$ cat config.mk
export PLATFORM = sky130hd
export DESIGN_NAME = fetch_unit_flat
export DESIGN_NICKNAME = d
export VERILOG_FILES = /design/src/rtl/fetch_unit_pkg.sv /design/src/rtl/fetch_unit_if.sv /design/src/rtl/fetch_unit.sv /design/src/flat_wrapper.sv
export SDC_FILE = /design/constraint.sdc
export NUM_CORES = 1
export LEC_CHECK = 0
export ABC_AREA = 1
export CORE_MARGIN = 1.5
export CORE_UTILIZATION = 36
export CTS_BUF_LIST = sky130_fd_sc_hd__clkbuf_16
export DETAILED_ROUTE_END_ITERATION = 16
export PLACE_DENSITY = 0.85
export SLEW_MARGIN = 10
export SYNTH_ARGS = -nofsm -noshare
export SYNTH_HDL_FRONTEND = slang
export SYNTH_SLANG_ARGS = --single-unit
$ cat constraint.sdc
create_clock -name clk -period 1.8 [get_ports clk]
set_input_delay 0.45 -clock clk [delete_from_list [all_inputs] [get_ports clk]]
set_output_delay 0.45 -clock clk [all_outputs]
set_load 0.02 [all_outputs]
$ cat src/rtl/fetch_unit_pkg.sv
// Shared constants for the fetch sequencer: PC unit opcodes and fetch FSM states.
// The PC unit sits beside the fetch unit and consumes pc_op directly.
package fetch_unit_pkg;

    localparam logic [1:0] PCU_OP_NOP    = 2'd0;
    localparam logic [1:0] PCU_OP_INC    = 2'd1;
    localparam logic [1:0] PCU_OP_ASSIGN = 2'd2;
    localparam logic [1:0] PCU_OP_RESET  = 2'd3;

    typedef enum logic [1:0] {
        S_REQ  = 2'd0,
        S_OUT  = 2'd1,
        S_HALT = 2'd2
    } fetch_state_t;

endpackage

$ cat src/rtl/fetch_unit_if.sv
// Bundle of PC, instruction-memory, decoder and redirect signals around the fetch unit.
// master = fetch unit side, slave = surrounding CPU (PC unit, memory, decode/execute).
interface fetch_unit_if #(
    parameter int ADDR_W = 16,
    parameter int DATA_W = 16
);
    logic [ADDR_W-1:0] pc_cur;
    logic [1:0]        pc_op;
    logic [ADDR_W-1:0] pc_target;
    logic              mem_rd_req;
    logic [ADDR_W-1:0] mem_addr;
    logic              mem_rd_ack;
    logic [DATA_W-1:0] mem_rd_data;
    logic [DATA_W-1:0] instr;
    logic [ADDR_W-1:0] instr_pc;
    logic              instr_valid;
    logic              instr_ready;
    logic              branch_taken;
    logic [ADDR_W-1:0] branch_target;
    logic              halt;

    modport master (
        input  pc_cur, mem_rd_ack, mem_rd_data, instr_ready,
               branch_taken, branch_target, halt,
        output pc_op, pc_target, mem_rd_req, mem_addr,
               instr, instr_pc, instr_valid
    );

    modport slave (
        output pc_cur, mem_rd_ack, mem_rd_data, instr_ready,
               branch_taken, branch_target, halt,
        input  pc_op, pc_target, mem_rd_req, mem_addr,
               instr, instr_pc, instr_valid
    );
endinterface

$ cat src/rtl/fetch_unit.sv
// Instruction fetch sequencer: requests the word at the current PC, holds it for the
// decoder until accepted, and steers the PC unit (inc / branch redirect / reset).
//
// state  | meaning
// S_REQ  | read request outstanding at mem_addr = pc_cur
// S_OUT  | fetched word presented to decoder, waiting for instr_ready
// S_HALT | fetching stopped until reset
module fetch_unit
    import fetch_unit_pkg::*;
#(
    parameter int ADDR_W = 16,
    parameter int DATA_W = 16
) (
    input  logic         clk,
    input  logic         reset,
    fetch_unit_if.master bus
);

    fetch_state_t      state_q, state_d;
    logic [DATA_W-1:0] instr_q;
    logic [ADDR_W-1:0] instr_pc_q;
    logic              capture;
    logic [1:0]        pc_op;
    logic              mem_rd_req;
    logic              instr_valid;

    always_ff @(posedge clk) begin
        if (reset) begin
            state_q <= S_REQ;
        end else begin
            state_q <= state_d;
        end
    end

    // halt outranks branch, which outranks the normal handshake
    always_comb begin
        state_d = state_q;
        unique case (state_q)
            S_REQ: begin
                if (bus.halt) begin
                    state_d = S_HALT;
                end else if (!bus.branch_taken && bus.mem_rd_ack) begin
                    state_d = S_OUT;
                end
            end
            S_OUT: begin
                if (bus.halt) begin
                    state_d = S_HALT;
                end else if (bus.branch_taken || bus.instr_ready) begin
                    state_d = S_REQ;
                end
            end
            S_HALT:  state_d = S_HALT;
            default: state_d = S_REQ;
        endcase
    end

    always_comb begin
        pc_op       = PCU_OP_NOP;
        mem_rd_req  = 1'b0;
        instr_valid = 1'b0;
        capture     = 1'b0;
        if (reset) begin
            pc_op = PCU_OP_RESET;
        end else begin
            unique case (state_q)
                S_REQ: begin
                    mem_rd_req = 1'b1;
                    if (!bus.halt) begin
                        if (bus.branch_taken) begin
                            pc_op = PCU_OP_ASSIGN;
                        end else if (bus.mem_rd_ack) begin
                            pc_op   = PCU_OP_INC;
                            capture = 1'b1;
                        end
                    end
                end
                S_OUT: begin
                    instr_valid = 1'b1;
                    if (!bus.halt && bus.branch_taken) begin
                        pc_op = PCU_OP_ASSIGN;
                    end
                end
                default: ;
            endcase
        end
    end

    always_ff @(posedge clk) begin
        if (reset) begin
            instr_q    <= '0;
            instr_pc_q <= '0;
        end else if (capture) begin
            instr_q    <= bus.mem_rd_data;
            instr_pc_q <= bus.pc_cur;
        end
    end

    assign bus.pc_op       = pc_op;
    assign bus.pc_target   = bus.branch_target;
    assign bus.mem_rd_req  = mem_rd_req;
    assign bus.mem_addr    = bus.pc_cur;
    assign bus.instr       = instr_q;
    assign bus.instr_pc    = instr_pc_q;
    assign bus.instr_valid = instr_valid;

endmodule

$ cat src/flat_wrapper.sv
// flat-port wrapper written by rule: the top's interface ports become plain ports
module fetch_unit_flat import fetch_unit_pkg::*;
#(
    parameter int ADDR_W = 16,
    parameter int DATA_W = 16
)
  (clk, reset, bus_pc_cur, bus_mem_rd_ack, bus_mem_rd_data, bus_instr_ready, bus_branch_taken, bus_branch_target, bus_halt, bus_pc_op, bus_pc_target, bus_mem_rd_req, bus_mem_addr, bus_instr, bus_instr_pc, bus_instr_valid);
  fetch_unit_if #(.ADDR_W(ADDR_W), .DATA_W(DATA_W)) bus_i ();
  input  logic clk;
  input  logic reset;
  input wire logic [$bits(bus_i.pc_cur)-1:0] bus_pc_cur;
  input wire logic [$bits(bus_i.mem_rd_ack)-1:0] bus_mem_rd_ack;
  input wire logic [$bits(bus_i.mem_rd_data)-1:0] bus_mem_rd_data;
  input wire logic [$bits(bus_i.instr_ready)-1:0] bus_instr_ready;
  input wire logic [$bits(bus_i.branch_taken)-1:0] bus_branch_taken;
  input wire logic [$bits(bus_i.branch_target)-1:0] bus_branch_target;
  input wire logic [$bits(bus_i.halt)-1:0] bus_halt;
  output wire logic [$bits(bus_i.pc_op)-1:0] bus_pc_op;
  output wire logic [$bits(bus_i.pc_target)-1:0] bus_pc_target;
  output wire logic [$bits(bus_i.mem_rd_req)-1:0] bus_mem_rd_req;
  output wire logic [$bits(bus_i.mem_addr)-1:0] bus_mem_addr;
  output wire logic [$bits(bus_i.instr)-1:0] bus_instr;
  output wire logic [$bits(bus_i.instr_pc)-1:0] bus_instr_pc;
  output wire logic [$bits(bus_i.instr_valid)-1:0] bus_instr_valid;
  assign bus_i.pc_cur = bus_pc_cur;
  assign bus_i.mem_rd_ack = bus_mem_rd_ack;
  assign bus_i.mem_rd_data = bus_mem_rd_data;
  assign bus_i.instr_ready = bus_instr_ready;
  assign bus_i.branch_taken = bus_branch_taken;
  assign bus_i.branch_target = bus_branch_target;
  assign bus_i.halt = bus_halt;
  assign bus_pc_op = bus_i.pc_op;
  assign bus_pc_target = bus_i.pc_target;
  assign bus_mem_rd_req = bus_i.mem_rd_req;
  assign bus_mem_addr = bus_i.mem_addr;
  assign bus_instr = bus_i.instr;
  assign bus_instr_pc = bus_i.instr_pc;
  assign bus_instr_valid = bus_i.instr_valid;
  fetch_unit #(.ADDR_W(ADDR_W), .DATA_W(DATA_W)) u_core (.clk(clk), .reset(reset), .bus(bus_i));
endmodule
==> summary.md <==
| Metric | Value |
|---|---|
| # diodes | 0 |
| Period utilisation layout | 1.02 |
| Die Width | 69.9 um |
| XOR/XNOR share of the synthesized area | 0 |
| Slew Limit Fails | 0 |
| Critical-path cell list | clkdlybuf4s50_1 > inv_2 > nand2_2 > o21ai_2 > buf_4 |
| Post-DRT Antenna Nets | 0 |
| Worst EP arrival | 1.39 ns |
| Largest delay contributor family on the critical path | buffers and inverters |
| Post-synthesis sequential area ratio | 0.423 |
| Die Height | 69.9 um |
| Total gr overflow | 0 |
| CP peak stage delay | 0.43 ns |
| Post-Synth Adder-Cell Area | 0 |
| Area Growth Syn to Fin | 55.9% |
| Initial Util | 0.372 |
| Worst setup SP type | primary input |
| Max-cap viol count | 0 |
| Worst setup margin | -0.0387 ns |
| CTS Buffer Depth | 2 |
| Hold-fix buffers at CTS | 0 |
| Filler Cells Inserted | 413 |
| CP max-delay cell | clkdlybuf4s50_1 |
| Placer Congestion | 0.664 |
| Placed instance area | 2390 sq um |
| Initial antenna violation count | 0 |
| PD cells | 763 nW/um^2 |
| Row count | 24 |
| Synth async-reset ratio | 0 |
| Fin area | roughly 2500 sq um |
| Worst vdd ir | 427 uV |
| Fin. Hold Viols | 0 |
| Core area | roughly 4300 sq um |
| IO Port Bufs | 89 |
| Number of global-route vias before repair | 1477 |
| Most common library cells after synthesis | buf_4, nand2_1, dfxtp_1 |
| Critical path class | in2out |
| Worst hold-check path type | reg2reg |
| Cell variety after synth | 17 |
| Setup violators final | 1 |
| TritonCTS clock tree | built |
| Cell taking the most area after synthesis | dfxtp_1 |
| First-pass GRT wire length | 6650 um |
| Final-stage net count | 321 |
| Mapped cell area | ~1600 sq um |
| Routed vias | between 1500 and 2000 |
| Area of the multi-input gates | ~590 sq um |
| EDFF count, synth | 0 |
| Pin count of the biggest net entering global routing | 34 |
| Postcts setup bufs | 0 |
| All-Layer GR Usage | 0.167 |
| H-tree lvl count | 2 |
| Largest family of logic cells by synthesized area | simple AND/OR/NAND/NOR gates |
| Status | finished with violations |
| Mean Syn Cell Area | just over 8 sq um |
| Crit path max fanout | 3 |
| Post-synthesis mux area share | 0 |
| WL/cell | 12.9 um |
| Synth Flop Type | dfxtp_1 |
| Root buf cell | clkbuf_16 |
| Clock sinks | 34 |
| Violated checks | negative setup slack |
| Seq cells post-synth | 34 |
| Ports | 122 |
| Syn Nets | 254 |
| Worst EP required | between 1 and 1.5 ns |
| Average vias per placed instance | 5.06 |
| Worst-Margin Slew | 0.351 ns |
| Die ar. | between 4000 and 5000 sq um |
| Achievable frequency | between 500 and 600 MHz |
| HPWL reported at the end of detailed placement | 2810 um |
| Synth Area in Compound Gates | 0.0117 |
| CTS buffer count | 5 |
| Drt total wl | 4130 um |
| Initial DRT Pass Iterations | 4 |
| Leakage | 1.14 nW |
| Relative slew slack | 0.766 |
| Synthesized netlist cell count | 200 |
| Post-synth top area share | 0.423 |
| Share of layout cells above drive strength 1 | 0.146 |
| Critical Path Sink Type | primary output |
| Final Instance Count excl. Fillers | 320 |
| Top cells by area, synth | dfxtp_1, buf_4, nand4_1 |
| First DRT Iteration DRCs | slightly below 100 |
| Total power | 1.92 mW |
| Final period demand of the worst path | between 1.5 and 2 ns |
| Hold slack final | between 0.4 and 0.5 ns |
| Worst Skew | 0.00219 ns |
| # DRC | 0 |
| Warnings, synthesis | 0 |
| Skew-Pair Late Insertion Delay | 0.27 ns |
| Setup WS pre-CTS | -0.544 ns |
| Placed Cells | between 300 and 400 |
| Post-synthesis simple-gate area fraction | 0.346 |
| Buf/Inv on CP | 3 |
| Clock-pin slew on the worst setup and hold paths | 0.05 ns |
| Storage element area | 681 sq um |
==> flip-flops by register name (all words and copies together), names as in the netlist <==
signal and cells:
u_core.bus.instr_pc 16, u_core.state_q 2, u_core.bus.instr 16
==> cells by family after synthesis <==
family                 count (synthesis)
AOI/OAI and AO/OA                      3
buffers and inverters                 54
DFF                                   34
and+or+nand+nor                      109
==> metrics by stage <==
stage	setup TNS (ns)	util
4_1_cts	-0.0326	0.576
5_1_grt	-0.0528	0.581
3_3_place_gp	-4.62	0.553
3_5_place_dp	-4.78	0.553
2_1_floorplan	0	-
6_report	-0.0387	0.581
==> worst min-delay path: cells and delay by family (launching register included) <==
| kind | cells | cell delay (ns) |
|---|---|---|
| flops | 1 | 0.30 |
| simple gates | 2 | 0.12 |
==> path summary, 6_finish.rpt <==
| check | from | to | slack [ns] | cells past startpoint |
|---|---|---|---|---|
| setup reg to reg | u_core.state_q[1] | u_core.bus.instr_pc[5] | 0.59 | 5 |
| setup / recovery | bus_halt | bus_pc_op[1] | -0.04 | 5 |
| hold / removal | u_core.bus.instr_pc[1] | u_core.bus.instr_pc[1] | 0.46 | 2 |
| hold reg to reg | u_core.bus.instr_pc[1] | u_core.bus.instr_pc[1] | 0.46 | 2 |
==> power breakdown <==
group / internal, mW / switching (mW)
registers: 0.777 / 0.0139
logic: 0.172 / 0.173
clock network: 0.499 / 0.283
total: 1.45 / 0.470
==> cell type report <==
cell class	count	area share
multi-input cells	112	0.235
flip-flops and latches	34	0.271
clock inverters	3	0.00498
clock buffers	5	0.0498
inverters	6	0.00897
repair buffers	108	0.405
well taps	52	0.0259
==> timing repair <==
item	CTS	global route
resized for setup	39	6
pin swaps	0	1
setup endpoints to repair	20	2
endpoints found under the hold margin	0	0
gates cloned	0	0
==> metal layers <==
metal,wire [um],part of all wire,up-vias,GRT usage
met2,2010,0.49,74,0.272
met5,0,0,-,0
li1,-,-,793,-
met4,48,0.012,0,0.0684
met1,1700,0.41,744,0.193
met3,373,0.090,8,0.0693
==> cell usage in the layout (no fill, tap or decap) <==
cell type / netlist / final
dfxtp_1: 34 / 34
clkdlybuf4s50_1: 0 / 67
nor2_1: 4 / 3
nand2_2: 0 / 1
buf_2: 10 / 2
inv_1: 5 / 4
buf_12: 0 / 1
nor2_2: 1 / 1
nor2_4: 1 / 2
a21oi_2: 1 / 1
o21ai_2: 0 / 1
nand3_1: 33 / 33
nand2_1: 35 / 34
nand4_1: 32 / 32
nand3_4: 1 / 1
o21ai_0: 2 / 1
inv_2: 1 / 3
dlygate4sd2_1: 0 / 16
dlymetal6s2s_1: 0 / 2
buf_4: 35 / 20
clkbuf_16: 0 / 5
nor3_1: 2 / 2
clkinv_1: 0 / 1
clkinv_2: 0 / 1
Power figures use the tool's default switching activity.
